==> config.mk <==
export PLATFORM = sky130hd
export DESIGN_NAME = ext_irq_controller
export DESIGN_NICKNAME = d
export VERILOG_FILES = /design/src/rtl/irq_pkg.sv /design/src/rtl/irq_prio_enc.sv /design/src/rtl/ext_irq_controller.sv
export SDC_FILE = /design/constraint.sdc
export NUM_CORES = 1
export LEC_CHECK = 0
export ABC_AREA = 1
export CAP_MARGIN = 15
export CORE_ASPECT_RATIO = 1.1
export CORE_UTILIZATION = 51
export CTS_CLUSTER_DIAMETER = 100
export DETAILED_ROUTE_END_ITERATION = 10
export PLACE_DENSITY = 0.8
export SYNTH_ARGS = -nofsm -noshare
export SYNTH_HDL_FRONTEND = slang
export SYNTH_HIERARCHICAL = 1
export SYNTH_SLANG_ARGS = --single-unit
==> constraint.sdc <==
create_clock -name CLOCK_50 -period 2 [get_ports CLOCK_50]
set_input_delay 0.2 -clock CLOCK_50 [delete_from_list [all_inputs] [get_ports CLOCK_50]]
set_output_delay 0.2 -clock CLOCK_50 [all_outputs]
set_load 0.005 [all_outputs]
==> src/rtl/irq_pkg.sv <==
// Shared types and defaults for the external interrupt controller slice.
package irq_pkg;

   typedef enum logic [1:0] {IDLE, REQ, GAP} irq_state_t;

   localparam int unsigned N_IRQ_DEFAULT = 8;

endpackage

==> src/rtl/irq_prio_enc.sv <==
// Lowest-index-first priority encoder: reports whether any request is set and the winning index.
module irq_prio_enc #(
   parameter int unsigned N    = 8,
   parameter int unsigned ID_W = $clog2(N)
) (
   input  logic [N-1:0]    req_i,
   output logic            any_o,
   output logic [ID_W-1:0] idx_o
);

   // Scan from the top down so the lowest set index is the last one written.
   always_comb begin
      any_o = 1'b0;
      idx_o = '0;
      for (int unsigned i = N; i > 0; i--) begin
         if (req_i[i-1]) begin
            any_o = 1'b1;
            idx_o = ID_W'(i - 1);
         end
      end
   end

endmodule

==> src/rtl/ext_irq_controller.sv <==
// Multi-channel external interrupt controller: synchronises sources, latches edge/level requests,
// and presents the lowest-index unmasked pending channel on a single ExtIRQ/ExtIAck handshake.
module ext_irq_controller
   import irq_pkg::*;
#(
   parameter int unsigned N_IRQ       = N_IRQ_DEFAULT,
   parameter int unsigned ID_W        = $clog2(N_IRQ),
   parameter int unsigned SYNC_STAGES = 2
) (
   input  logic             CLOCK_50,
   input  logic             reset,
   input  logic [N_IRQ-1:0] irq_in,
   input  logic [N_IRQ-1:0] edge_mode,
   input  logic             mask_we,
   input  logic [N_IRQ-1:0] mask_wdata,
   output logic             ExtIRQ,
   output logic [ID_W-1:0]  irq_id,
   input  logic             ExtIAck,
   output logic [N_IRQ-1:0] irq_ovf
);

   logic [SYNC_STAGES-1:0][N_IRQ-1:0] sync_q;
   logic [N_IRQ-1:0] s_d_q;
   logic [N_IRQ-1:0] pend_q, pend_d;
   logic [N_IRQ-1:0] ovf_q, ovf_d;
   logic [N_IRQ-1:0] mask_q;
   irq_state_t       state_q;
   logic             irq_q;
   logic [ID_W-1:0]  id_q;

   logic [N_IRQ-1:0] s, rise, clr, req;
   logic             ack, any_req;
   logic [ID_W-1:0]  winner;

   always_ff @(posedge CLOCK_50 or posedge reset) begin
      if (reset) begin
         sync_q <= '0;
         s_d_q  <= '0;
      end else begin
         sync_q <= {sync_q[SYNC_STAGES-2:0], irq_in};
         s_d_q  <= sync_q[SYNC_STAGES-1];
      end
   end

   // An edge arriving on the ack cycle re-arms the channel instead of being dropped.
   always_comb begin
      s      = sync_q[SYNC_STAGES-1];
      rise   = s & ~s_d_q;
      ack    = (state_q == REQ) & ExtIAck;
      clr    = ack ? (N_IRQ'(1) << id_q) : '0;
      pend_d = (edge_mode & ((pend_q & ~clr) | rise)) | (~edge_mode & s);
      ovf_d  = (ovf_q & ~clr) | (edge_mode & rise & pend_q & ~clr);
      req    = pend_q & mask_q;
   end

   irq_prio_enc #(
      .N    (N_IRQ),
      .ID_W (ID_W)
   ) u_prio (
      .req_i (req),
      .any_o (any_req),
      .idx_o (winner)
   );

   always_ff @(posedge CLOCK_50 or posedge reset) begin
      if (reset) begin
         pend_q <= '0;
         ovf_q  <= '0;
         mask_q <= '0;
      end else begin
         pend_q <= pend_d;
         ovf_q  <= ovf_d;
         if (mask_we) mask_q <= mask_wdata;
      end
   end

   // GAP forces ExtIRQ low between consecutive requests so the core always sees a fresh edge.
   always_ff @(posedge CLOCK_50 or posedge reset) begin
      if (reset) begin
         state_q <= IDLE;
         irq_q   <= 1'b0;
         id_q    <= '0;
      end else begin
         case (state_q)
            IDLE: begin
               if (any_req) begin
                  state_q <= REQ;
                  irq_q   <= 1'b1;
                  id_q    <= winner;
               end
            end
            REQ: begin
               if (ExtIAck) begin
                  state_q <= GAP;
                  irq_q   <= 1'b0;
               end
            end
            GAP: begin
               state_q <= IDLE;
            end
            default: begin
               state_q <= IDLE;
               irq_q   <= 1'b0;
            end
         endcase
      end
   end

   assign ExtIRQ  = irq_q;
   assign irq_id  = id_q;
   assign irq_ovf = ovf_q;

endmodule

Word-level counts from Yosys, hierarchy flattened
Index checks and enable logic that the tools add are counted.
- register bits: 54
- input bits: 28
- output and inout port bits: 12
- word-level logic and storage cells: 58
- equality and inequality tests: 4
- shift-type cells: 1
- mux-type cells: 23
- bitwise operators: 17
- reductions and logical operators: 4
- operators by type and width (kind ; number):
    8-bit AND ; 9
    3-bit two-way mux ; 8
    8-bit NOT ; 3
    8-bit OR ; 3
    1-bit two-way mux ; 10
    8-bit two-way mux ; 1
    1-bit by 3-bit left shift with 8-bit output, first input constant ; 1
    2-bit two-way mux ; 2
    2-bit inequality test, second input constant ; 2
    2-bit one-hot mux with 2 select lines ; 1
    2-bit AND reduction ; 2
    1-bit one-hot mux with 3 select lines ; 1
    3-bit AND reduction ; 1
    2-bit by 1-bit == test with 1-bit output, second input constant ; 1
    2-bit == test, second input constant ; 1
    2-bit zero test ; 1
    1-bit AND ; 1
    1-bit NOT ; 1

Longest topological paths before layout
- word-level depth: 11
- depth in mapped cells: 11
- depth with buffers taken out: 11

Cells and area by module
Netlist, hierarchy kept.
- by module, submodules not included (module ; times used ; cells each ; area an instance (µm²)):
    ext_irq_controller ; 1 ; 214 ; 2074.5
    irq_prio_enc ; 1 ; 22 ; 98.8

Worst setup path before layout
No wires, ideal clock.
- kind: register -> register
- start: reg pend_q[6]
- end: reg state_q[0]
- arrival: 1.153 ns
- setup slack: 0.709 ns
- cell stages (with the launch flop): 8
- buffers on the path: 0
- period minus slack after synthesis: 1.291 ns
- path through: dfrtp_1 nand2_1 inv_1 or2_1 nor3_2 nand2_1 nand3_1 o21ai_0
- word-level cells in the longest chain between the ends: 10
- RTL lines (element ; RTL line ; RTL):
    start: declaration ; ext_irq_controller.sv:24 ; logic [N_IRQ-1:0] pend_q, pend_d;
    start signal: assignment ; ext_irq_controller.sv:71 ; pend_q <= pend_d;
    8-bit AND ; ext_irq_controller.sv:53 ; req = pend_q & mask_q;
    via req[6] ; ext_irq_controller.sv:31 ; logic [N_IRQ-1:0] s, rise, clr, req;
    1-bit two-way mux (7 in a row) ; irq_prio_enc.sv:16 ; if (req_i[i-1]) begin
    via any_req ; ext_irq_controller.sv:32 ; logic ack, any_req;
    2-bit inequality test (no source line) ; n/a ;
    2-bit AND reduction (no source line) ; n/a ;
    end signal: assignment ; ext_irq_controller.sv:80 ; state_q <= IDLE;
    end signal: assignment ; ext_irq_controller.sv:87 ; state_q <= REQ;
    end signal: assignment ; ext_irq_controller.sv:94 ; state_q <= GAP;
    end: declaration ; ext_irq_controller.sv:27 ; irq_state_t state_q;
The timed path passes the listed nets, and every way through them passes these cells.
A chain may end at the register's enable or synchronous reset.

Worst setup path after layout
- start: reg id_q[2], in the netlist irq_id[2]
- end: out irq_id[2]
- RTL lines (element ; RTL line ; RTL):
    start: declaration ; ext_irq_controller.sv:29 ; logic [ID_W-1:0] id_q;
    start signal: assignment ; ext_irq_controller.sv:89 ; id_q <= winner;
    end: declaration ; ext_irq_controller.sv:17 ; output logic [ID_W-1:0] irq_id,
No word-level cell between the ends.

==> impl_metrics.env <==
export IMPL_port_buffer_count=39
export IMPL_nets=309
export IMPL_vdd_ir_drop_worst_v=0.000683
export IMPL_final_design_area_no_fill_sq_um=2740
export IMPL_post_dp_cell_area_sq_um=2630
export IMPL_synth_xor_area_share_pct=0
export IMPL_place_congestion=0.835
export IMPL_ant_nets=0
export IMPL_grt_ovfl_total=0
export IMPL_status="finished, final reports clean"
export IMPL_synth_top_area_share_pct=62.2
export IMPL_ys_ff_latch=54
export IMPL_finClkSkew_ps=6.65
export IMPL_cts_hold_fix_buffers=0
export IMPL_synthFlopType="dfrtp_1"
export IMPL_worst_r2r_setup_slack_ps=560
export IMPL_synth_adder_area_share_pct=0
export IMPL_yosys_area_share_simple_pct=21.6
export IMPL_syn_to_final_growth_pct=26.1
export IMPL_critPathMaxStageDelay_ps=580
export IMPL_start_util_pct=54.0
export IMPL_post_synth_top_area_cell="dfrtp_1"
export IMPL_synth_compound_area_share_pct=3.51
export IMPL_drt_wirelength_per_cell_um=11.4
export IMPL_coreArea_sq_um=4020
export IMPL_cts_max_level=2
export IMPL_finalSetupViolations=0
export IMPL_synth_area_per_cell_sq_um=9.21
export IMPL_clock_sinks=54
export IMPL_die_width_um=64.2
export IMPL_p_per_area_nw_per_um2=1090
export IMPL_synth_area_leaders="dfrtp_1 (62%), nand2_1 (12%), inv_1 (7.4%)"
export IMPL_synth_top_cells_by_count="nand2_1 (68), dfrtp_1 (54), inv_1 (43)"
export IMPL_track_usage_pct=18.5
export IMPL_antenna_cells=0
export IMPL_required_ps=1800
export IMPL_rsz0062_at_grt="no"
export IMPL_hold_path_class="in -> async"
export IMPL_crit_type="reg -> out"
export IMPL_r2r_end="irq_id[1]"
export IMPL_met1_usage_pct=22.2
export IMPL_nFillCells=328
export IMPL_period_needed_ps=1650
export IMPL_synth_warnings=6
export IMPL_drt_total_wl_um=3800
export IMPL_clkTransAtPathRegs_ps=90
export IMPL_drive_above_1_share_pct=7.80
export IMPL_fin_crit_sh_pct=82.4
export IMPL_antenna_found_initial=0
export IMPL_maxCapViolations=0
export IMPL_ctsResizeCount=0
export IMPL_root_buffer="clkbuf_8"
export IMPL_path_delay_family="flip-flops"
export IMPL_syn_inst=236
export IMPL_grtUsageMet2_pct=30.3
export IMPL_cts_tree="done"
export IMPL_relSlewSlack_pct=73.9
export IMPL_slew_violations=0
export IMPL_crit_path_cell_trace="clkdlybuf4s50_1"
export IMPL_synthesis_area_sq_um=2170
export IMPL_cp_start_kind="flop"
export IMPL_via_per_inst=4.81
export IMPL_grt_max_degree=55
export IMPL_hpwl_um=2740
export IMPL_muxShareOfSynthArea_pct=4.15
export IMPL_synthArstFlopShare_pct=100
export IMPL_cp_slowest_cell="dfrtp_1"
export IMPL_fp_row_count=24
export IMPL_rr_worst_depth=8
export IMPL_end_kind="primary output"
export IMPL_crit_arrival_ps=1450
export IMPL_leakagePower_nw=1.40
export IMPL_insertion_delay_ps=300
export IMPL_hold_viol_final=0
export IMPL_met3_usage_pct=5.72
export IMPL_cts_made_buffers=5
export IMPL_clock_path_buffers=2
export IMPL_die_area_sq_um=4530
export IMPL_tns_ps=0
export IMPL_grt_pass1_vias=1504
export IMPL_drt_pass1_iter_count=4
export IMPL_drt_initial_drc_count=91
export IMPL_yosysUniqueCellTypes=16
export IMPL_num_io_pins=40
export IMPL_grt_busiest_layer="met2"
export IMPL_yosysMostFrequentCell="nand2_1"
export IMPL_fmax_ghz=0.607
export IMPL_synth_top_family_by_area="simple AND/OR/NAND/NOR gates"
export IMPL_synth_enable_flop_cells=0
export IMPL_vias=1605
export IMPL_critPathMaxFanout=10
export IMPL_drc=0
export IMPL_post_cts_setup_buffer_count=0
export IMPL_worstReg2RegStart="pend_q[6]"
export IMPL_yosysSeqAreaShare_pct=62.2
export IMPL_die_h_um=70.5
export IMPL_grt_pass1_wl_um=6240
export IMPL_syn_nets=264
export IMPL_power_total_mw=2.99
export IMPL_worst_path_buf_inv=1
export IMPL_worst_pin_slew_ps=390
metal layers:
metal,vias to the layer above,wire length (um)
li1,806,-
met1,753,1680
met2,42,1860
met3,4,205
met4,0,54
met5,-,0
worst max path at each step:
stage          cells after the start  slack (ps)      start   endpoint
2_1_floorplan                      1         490      reset     ExtIRQ
3_3_place_gp                       4         550    ExtIAck  pend_q[7]
3_5_place_dp                       4         550    ExtIAck  pend_q[7]
4_1_cts                            1         360  irq_id[2]  irq_id[2]
5_1_grt                            1         310  irq_id[2]  irq_id[2]
6_report                           1         350  irq_id[2]  irq_id[2]
placed cells by master, fill, tap and decap left out:
cell type,Yosys,layout
clkbuf_8,0,5
o21ai_0,3,3
bufinv_16,0,1
buf_12,0,1
clkinv_2,0,2
nor3_2,1,1
nor2_4,1,1
nand4_1,8,8
or2_1,1,1
nand2_1,68,68
a21oi_1,11,11
clkdlybuf4s50_1,0,39
nor2_1,22,22
a31oi_1,1,1
dfrtp_1,54,54
inv_1,43,42
inv_2,2,3
mux2_2,8,8
nand3_1,11,11
kinds of logic after synthesis:
logic type | Yosys count
mux | 8
flops | 54
simple gates | 112
buf+inv | 47
compound gates | 15
sequential cells by signal, summed over array words and instances, names as in the netlist:
name,cells
irq_id,3
mask_q,8
sync_q,8
state_q,2
ExtIRQ,1
irq_ovf,8
pend_q,8
s_d_q,8
s,8
metrics by stage:
| stage | worst slack, ps | util (%) | hold slack (ps) | std cells |
|---|---|---|---|---|
| after floorplan | 485 | - | 231 | 236 |
| after global routing | 309 | 68.1 | 273 | 334 |
| after detailed placement | 552 | 65.4 | 335 | 326 |
| after global placement | 554 | 65.4 | 333 | 326 |
| final | 351 | 68.1 | 254 | 334 |
| after CTS | 362 | 68.1 | 258 | 334 |
cell type report:
cell class / count / area (sq um) / share of cell area [%]
timing repair buffer: 40 / 410 / 15.0
clock buffer: 5 / 68.8 / 2.51
inverter: 45 / 169 / 6.16
tap: 52 / 65.1 / 2.37
clock inverter: 3 / 40.0 / 1.46
sequential: 54 / 1350 / 49.3
multi-input combinational: 135 / 637 / 23.2
power breakdown:
| part | internal (mW) | switching [mW] | total [mW] |
|---|---|---|---|
| clock | 0.368 | 0.328 | 0.696 |
| combinational | 0.417 | 0.415 | 0.832 |
| sequential | 1.28 | 0.176 | 1.46 |
| total | 2.07 | 0.919 | 2.99 |
Power figures use the tool's default switching activity.
